==> config.mk <==
export PLATFORM = sky130hd
export DESIGN_NAME = hmac_msg_packer
export DESIGN_NICKNAME = d
export VERILOG_FILES = /design/src/rtl/hmac_msg_packer.sv
export SDC_FILE = /design/constraint.sdc
export NUM_CORES = 1
export LEC_CHECK = 0
export ABC_CLOCK_PERIOD_IN_PS = 2940
export BUFFER_PORTS_ARGS = -buffer_cell sky130_fd_sc_hd__buf_2
export CORE_ASPECT_RATIO = 1.25
export CORE_MARGIN = 2
export CORE_UTILIZATION = 54
export CTS_CLUSTER_DIAMETER = 50
export CTS_CLUSTER_SIZE = 10
export DETAILED_ROUTE_END_ITERATION = 12
export GPL_TIMING_DRIVEN = 0
export PLACE_DENSITY = 0.73
export SYNTH_ARGS = -nofsm -noshare
export SYNTH_HDL_FRONTEND = slang
export SYNTH_SLANG_ARGS = --single-unit
export TNS_END_PERCENT = 5
==> constraint.sdc <==
create_clock -name clk -period 2.94 [get_ports clk]
set_input_delay 0.441 -clock clk [delete_from_list [all_inputs] [get_ports clk]]
set_output_delay 0.441 -clock clk [all_outputs]
set_load 0.01 [all_outputs]
==> src/rtl/hmac_msg_packer.sv <==
`default_nettype none
// ============================================================================
// Module   : hmac_msg_packer
// Purpose  : Byte-to-word front end for the HMAC-SHA3-512 controller message
//            port. Packs an 8-bit byte stream into little-endian 32-bit words,
//            buffers them in a show-ahead FIFO, and reports the byte length of
//            each completed message.
// Ports    : clk, reset_n        - clock, asynchronous active-low reset
//            clear               - synchronous flush of FIFO, packer, length
//            in_byte/in_valid/in_last/in_ready - byte stream input
//            msg_word/msg_valid/msg_last/msg_ready - word stream output
//            msg_len_bytes/msg_len_valid - completed message length + pulse
//            len_overflow        - sticky length saturation flag
// Revision : 1.0 - initial release
// ============================================================================
module hmac_msg_packer #(
    parameter int FIFO_DEPTH = 4,
    parameter int LEN_W      = 16
) (
    input  logic             clk,
    input  logic             reset_n,
    input  logic             clear,
    input  logic [7:0]       in_byte,
    input  logic             in_valid,
    input  logic             in_last,
    output logic             in_ready,
    output logic [31:0]      msg_word,
    output logic             msg_valid,
    output logic             msg_last,
    input  logic             msg_ready,
    output logic [LEN_W-1:0] msg_len_bytes,
    output logic             msg_len_valid,
    output logic             len_overflow
);

    localparam int                 c_PTR_W   = $clog2(FIFO_DEPTH);
    localparam int                 c_CNT_W   = c_PTR_W + 1;
    localparam logic [c_CNT_W-1:0] c_DEPTH   = c_CNT_W'(FIFO_DEPTH);
    localparam logic [LEN_W-1:0]   c_LEN_MAX = {LEN_W{1'b1}};

    // FIFO storage: bit 32 is the last flag, bits 31:0 the packed word.
    logic [32:0]        r_mem [FIFO_DEPTH];
    logic [c_PTR_W-1:0] r_wr_ptr;
    logic [c_PTR_W-1:0] r_rd_ptr;
    logic [c_CNT_W-1:0] r_count;

    // Packer state: bytes already collected for the current word.
    logic [1:0]         r_byte_idx;
    logic [23:0]        r_accum;

    // Length tracking.
    logic [LEN_W-1:0]   r_len_cnt;
    logic [LEN_W-1:0]   r_len_bytes;
    logic               r_len_valid;
    logic               r_len_ovf;

    logic               w_accept;
    logic               w_push;
    logic               w_pop;
    logic [31:0]        w_word;
    logic [32:0]        w_head;
    logic               w_len_sat;
    logic [LEN_W-1:0]   w_len_next;

    assign msg_valid = (r_count != '0);
    assign in_ready  = (r_count < c_DEPTH);

    // clear wins over both handshakes: nothing is accepted or popped.
    assign w_accept  = in_valid & in_ready & ~clear;
    assign w_pop     = msg_valid & msg_ready & ~clear;
    assign w_push    = w_accept & ((r_byte_idx == 2'd3) | in_last);

    // Merge the incoming byte into its lane. Lanes above the current index
    // are still zero in r_accum, so a short final word is zero-padded.
    always_comb begin
        w_word = {8'h00, r_accum};
        case (r_byte_idx)
            2'd0:    w_word[7:0]   = in_byte;
            2'd1:    w_word[15:8]  = in_byte;
            2'd2:    w_word[23:16] = in_byte;
            default: w_word[31:24] = in_byte;
        endcase
    end

    // Empty FIFO presents an all-zero head.
    assign w_head   = r_mem[r_rd_ptr];
    assign msg_word = msg_valid ? w_head[31:0] : 32'h0;
    assign msg_last = msg_valid & w_head[32];

    assign w_len_sat  = (r_len_cnt == c_LEN_MAX);
    assign w_len_next = w_len_sat ? r_len_cnt : r_len_cnt + 1'b1;

    assign msg_len_bytes = r_len_bytes;
    assign msg_len_valid = r_len_valid;
    assign len_overflow  = r_len_ovf;

    // Storage needs no reset: occupancy is tracked by r_count alone.
    always_ff @(posedge clk) begin
        if (w_push) begin
            r_mem[r_wr_ptr] <= {in_last, w_word};
        end
    end

    always_ff @(posedge clk or negedge reset_n) begin
        if (!reset_n) begin
            r_wr_ptr <= '0;
            r_rd_ptr <= '0;
            r_count  <= '0;
        end else if (clear) begin
            r_wr_ptr <= '0;
            r_rd_ptr <= '0;
            r_count  <= '0;
        end else begin
            if (w_push) begin
                r_wr_ptr <= r_wr_ptr + 1'b1;
            end
            if (w_pop) begin
                r_rd_ptr <= r_rd_ptr + 1'b1;
            end
            case ({w_push, w_pop})
                2'b10:   r_count <= r_count + 1'b1;
                2'b01:   r_count <= r_count - 1'b1;
                default: r_count <= r_count;
            endcase
        end
    end

    always_ff @(posedge clk or negedge reset_n) begin
        if (!reset_n) begin
            r_byte_idx <= 2'd0;
            r_accum    <= 24'h0;
        end else if (clear) begin
            r_byte_idx <= 2'd0;
            r_accum    <= 24'h0;
        end else if (w_push) begin
            r_byte_idx <= 2'd0;
            r_accum    <= 24'h0;
        end else if (w_accept) begin
            r_byte_idx <= r_byte_idx + 2'd1;
            r_accum    <= w_word[23:0];
        end
    end

    always_ff @(posedge clk or negedge reset_n) begin
        if (!reset_n) begin
            r_len_cnt   <= '0;
            r_len_bytes <= '0;
            r_len_valid <= 1'b0;
            r_len_ovf   <= 1'b0;
        end else if (clear) begin
            // Reported length of the previous message is kept.
            r_len_cnt   <= '0;
            r_len_valid <= 1'b0;
            r_len_ovf   <= 1'b0;
        end else begin
            r_len_valid <= w_accept & in_last;
            if (w_accept) begin
                if (in_last) begin
                    r_len_bytes <= w_len_next;
                    r_len_cnt   <= '0;
                end else begin
                    r_len_cnt   <= w_len_next;
                end
                // A zero count means this byte opens a new message; the count
                // saturates, so it never returns to zero mid-message.
                if (w_len_sat) begin
                    r_len_ovf <= 1'b1;
                end else if (r_len_cnt == '0) begin
                    r_len_ovf <= 1'b0;
                end
            end
        end
    end

endmodule
`default_nettype wire
After elaboration in Yosys (flattened, before gate mapping)
Memories as Yosys holds them, arrays and structs flattened. Cells that the tools add are included.

Register bits after elaboration: 67. RAM bits: 132. Bits of input ports: 14. Output and inout port bits: 53. Word-level logic and storage cells: 72. Memories kept: 1.

Add/subtract/negate cells: 6. $lt $le $gt $ge: 1. Equality and inequality tests: 6. Multiplexer cells: 28. Bitwise logic cells: 9. Reduce and logical (&&, ||, !) cells: 12.

Memory list: r_mem (words 4, bits a word 33, rd ports 1, clocked after Yosys merged registers in 0, wr ports 1, RTL line 42) `logic [32:0] r_mem [FIFO_DEPTH];`.

Operators with widths (number): 24-bit two-way mux (3); 16-bit two-way mux (4); 32-bit two-way mux (1); 8-bit two-way mux (4); 16-bit by 1-bit adder with 16-bit output (second input constant) (1); 16-bit == test (second input constant) (1); 16-bit zero test (1); 2-bit two-way mux (7); 3-bit nonzero test (4); 1-bit AND (7); 1-bit two-way mux (7); 2-bit by 1-bit adder with 2-bit output (second input constant) (3); 2-bit == test (second input constant) (3); 3-bit one-hot mux with 2 select lines (1); 2-bit nonzero test (3); 2-bit by 1-bit == test with 1-bit output (second input constant) (2); 3-bit by 1-bit adder with 3-bit output (second input constant) (1); 3-bit less-than comparator (second input constant) (1); 3-bit two-way mux (1); 3-bit AND reduction (1); 3-bit OR reduction (1); 3-bit by 1-bit subtractor with 3-bit output (second input constant) (1); 2-bit zero test (1); 2-bit AND reduction (1); other kinds (2) (2).

Depth between registers and ports, before layout
Depth in word-level cells: 7. Depth in mapped cells: 7. Gate-level depth less buffers: 7.

Worst setup path after synthesis
No wires, ideal clock.

Kind: input to register. From: input clear. To: register r_count[2]. Library setup time: 0.125 ns. Arrival: 2.060 ns. Required time: 2.815 ns. Path slack: 0.755 ns. Cell stages on the path: 6. Buffers on the path: 0. Path through: or3b_2 nor2_1 nor3_1 fa_1 mux2i_1 mux2_2.

Longest elaborated chain between the ends: 6. Elaborated cells on any way between the ends: 9. Classes of those cells: 2 x eq/ne; 2 x mux; 4 x bitwise; 1 x reduce/logical.

Ends and longest elaborated chain: from (decl) (RTL line 22) `input logic clear,`; 1-bit inverter (no source line); 1-bit AND (RTL line 69) `assign w_accept = in_valid & in_ready & ~clear;`; 1-bit AND (RTL line 71) `assign w_push = w_accept & ((r_byte_idx == 2'd3) | in_last);`; 2-bit by 1-bit == test with 1-bit output / 2-bit == test (equally long branches) (RTL line 120) `case ({w_push, w_pop})`; 3-bit one-hot mux with 2 select lines (RTL line 120); 3-bit two-way mux (RTL line 109) `end else if (clear) begin`; to (signal assigned) (RTL line 121) `2'b10: r_count <= r_count + 1'b1;`; to (signal assigned) (RTL line 122) `2'b01: r_count <= r_count - 1'b1;`; to (signal assigned) (RTL line 123) `default: r_count <= r_count;`; to (decl) (RTL line 45) `logic [c_CNT_W-1:0] r_count;`.

Parallel ways exist; a longest one is shown, timed or not. A chain may end at the register's enable or synchronous reset.

Worst setup path in the final report
From: register r_rd_ptr[0]. To: output msg_word[19].

Longest elaborated chain between the ends: 2.

Ends and longest elaborated chain: from (decl) (RTL line 44) `logic [c_PTR_W-1:0] r_rd_ptr;`; from (signal assigned) (RTL line 118) `r_rd_ptr <= r_rd_ptr + 1'b1;`; memory 4 x 33 bit; 32-bit two-way mux (RTL line 87) `assign msg_word = msg_valid ? w_head[31:0] : 32'h0;`; to (decl) (RTL line 27) `output logic [31:0] msg_word,`.

Every way passes these cells.

==> summary.txt <==
Outcome
  • Status: completed

Setup path
  • Kind of end point of the critical path: primary output
  • Worst EP arrival: 2.27 ns
  • CP top delay family: buffers and inverters
  • Crit Path Max Fanout: 10
  • CP max stage delay: about 0.57 ns
  • Worst setup SP type: flip-flop
  • Crit path top cell by count: buf_2
  • Flop2flop setup slack: 0.55 ns
  • Crit-path slowest cell: mux4_2
  • Worst EP required: 2.50 ns
  • Cell Chain, Critical Path: buf_2 > buf_2 > mux4_2 > and2_1 > buf_2
  • WS Path Type: reg -> out
  • Bufs and invs on worst path: 3

STA
  • Final worst path period share: 0.921
  • Max Clk Rate: 0.369 GHz
  • Max-slew headroom: 0.380
  • Period minus WS final: 2.71 ns
  • Slew @ Worst Pin: around 0.93 ns
  • Setup TNS: 0 ns
  • Max Slew Vio Count: 0
  • Worst Skew: 0.00786 ns
  • Final hold vios: 0
  • Final Setup Violations: 0
  • RSZ-0062 raised after global routing: false

CTS
  • TritonCTS Buffers: 17
  • CTS root buf: clkbuf_16
  • CTS tree: yes
  • H-tree depth: 4
  • CTS clk-pin slew, worst paths: ~0.070 ns
  • Clk_lat worst skew: between 0.4 and 0.5 ns
  • CTS Sinks: 199
  • Hold-fix buffers, CTS: 0
  • Postcts setup bufs: 0
  • Clk buf depth: 2

Floorplanning
  • Rows: 51
  • Die Area: ~17,000 sq um
  • # IOs: 67
  • Core box area: 15,600 sq um
  • Die W: roughly 120 um
  • Initial Utilization: 0.555
  • Die Y-Extent: 146 um

Logic synthesis
  • Top-count cell post-synth: edfxtp_1
  • Post-synth top area share: 0.457
  • Synthesized area per cell: 15.2 sq um
  • Flops & latches, synth: 199
  • Number of synthesized flops with an enable pin: 132
  • Ys async rst share: 0.337
  • Commonest cells post-synth: 132 x edfxtp_1, 67 x dfrtp_1, 41 x and2_1
  • Cell variety after synth: 56
  • Syn_nets: 596
  • Yosys warning total: 0
  • Synth area leader: edfxtp_1
  • Post-Syn Instances: 570
  • Synth top area cells: edfxtp_1 46%, dfrtp_1 19%, mux4_2 8.6%, mux2_2 3.5%, and2_1 3.0%
  • Most used flip-flop cell after synthesis: edfxtp_1
  • Synth Cell Area: between 8000 and 9000 sq um
  • Sequential share of the synthesized area: 0.650

Cells and area
  • # nets final: roughly 680
  • Share of cells above drive strength 1: 0.283
  • # diodes: 0
  • Fillers: 1,154
  • Area grow syn2layout: 13.7%

Drt
  • DR WL/cell: 20.0 um
  • Final WL: 17,600 um
  • Vias per Instance: 5.87
  • Post-DRT Antenna Nets: 0
  • Drt pass-1 iters: 5
  • Residual DRC count: 0
  • Initial detailed-routing violation count: 399
  • Via count: ~5.2k

Pwr
  • Static Leakage: 3.75 nW
  • Power Density: 683 nW/um^2
  • Total power: approximately 6.7 mW
  • VDD IR max: 0.331 mV

GRT
  • Global router's overall resource usage: 0.215
  • Number of global-route vias before repair: ~5.4k
  • Total overflow reported by the global router: 0
  • Initial antenna violation count: 0
  • First-pass GRT wire length: 28,500 um
  • Largest net degree at the start of global routing: 68

Placed design
  • DP HPWL: about 12,000 um
  • Placer congestion estimate: slightly below 0.9
  • IO Port Bufs: 66

Job
  • MaxCap Viol Count: 0

Worst hold path
  • Worst Hold Class: in -> async
## worst paths after layout
path,from,endpoint,cells past startpoint
min,reset_n,msg_len_bytes[13],1
max,r_rd_ptr[0],msg_word[19],5
max in group asynchronous,reset_n,r_byte_idx[0],1
min in group clk,in_last,r_mem[3][32],1
min reg2reg,msg_len_bytes[6],msg_len_bytes[6],1
max reg2reg,r_len_cnt[1],r_len_cnt[5],7
## registers in the layout, summed over array words and instances (netlist names)
register and flops:
r_rd_ptr 2, r_count 3, r_len_cnt 16, len_overflow 1
r_byte_idx 2, r_mem 132, r_accum 24, r_wr_ptr 2
msg_len_valid 1, msg_len_bytes 16
## area by class of cell
type	instances	area, sq um	share of cell area
flip-flops and latches	199	5640	0.572
well taps	212	265	0.0269
clock inverters	14	150	0.0152
multi-input cells	319	2810	0.285
repair buffers	66	333	0.0338
plain buffers	38	176	0.0179
clock buffers	18	429	0.0435
inverters	14	52.6	0.00533
## placed cells by master (no fill, tap or decap), types with 7 or more instances in the layout
cell       instances
edfxtp_1         132
buf_2             79
dfrtp_1           67
and2_1            41
mux4_2            33
mux2_2            27
a22o_1            25
nand2_1           22
clkbuf_1          19
nor2_1            19
o21ai_0           18
clkbuf_16         17
a21oi_1           15
inv_1             13
a31oi_1           11
ha_1              11
nand4_1            8
nand3_1            8
or4_1              7
## worst register-to-register path: cells and delay by family, from the launching register on
kind                       cells  cell delay (ns)
and+or+nand+nor                2             0.86
DFF                            1             0.48
buffers and inverters          2             0.37
AOI/OAI and AO/OA              2             0.36
adders and majority gates      1             0.19
## cell families (layout without fill, tap and decap cells)
family	count (synthesis)	in the layout	share of synthesized area
multiplexers	61	61	0.122
AND/OR/NAND/NOR	141	141	0.0965
AO/OA/AOI/OAI	98	98	0.0799
adder cells (fa/ha/maj)	12	12	0.0182
buffers and inverters	52	150	0.0260
flip-flops	199	199	0.650
XOR/XNOR	7	7	0.00707
## power by group
part,internal (mW),switching (mW)
Sequential,3.10,0.0637
Clock,1.26,1.02
Combinational,0.587,0.702
## per-layer routing
layer | part of all wire | track usage
met5 | 0 | 0
met4 | 0.020 | 0.0729
met3 | 0.037 | 0.0427
met2 | 0.53 | 0.379
met1 | 0.41 | 0.268
## what timing repair did
item,4_1_cts,5_1_grt
cloned,0,0
endpoints found under the setup margin,4,11
gates resized for setup,1,3
## stage by stage
stage               setup WS (ns)  hold WS (ns)  cell area, sq um  std cells  utilization
floorplan                   0.755         0.145              8670        570            -
global placement           0.0320         0.465              9270        848        0.593
detailed placement          0.445         0.468              9280        848        0.593
CTS                        0.0367         0.139              9860        880        0.630
global route               0.0622         0.185              9860        880        0.631
finish                      0.232         0.114              9860        880        0.631
Note: power is estimated with default switching activity, not from simulation.
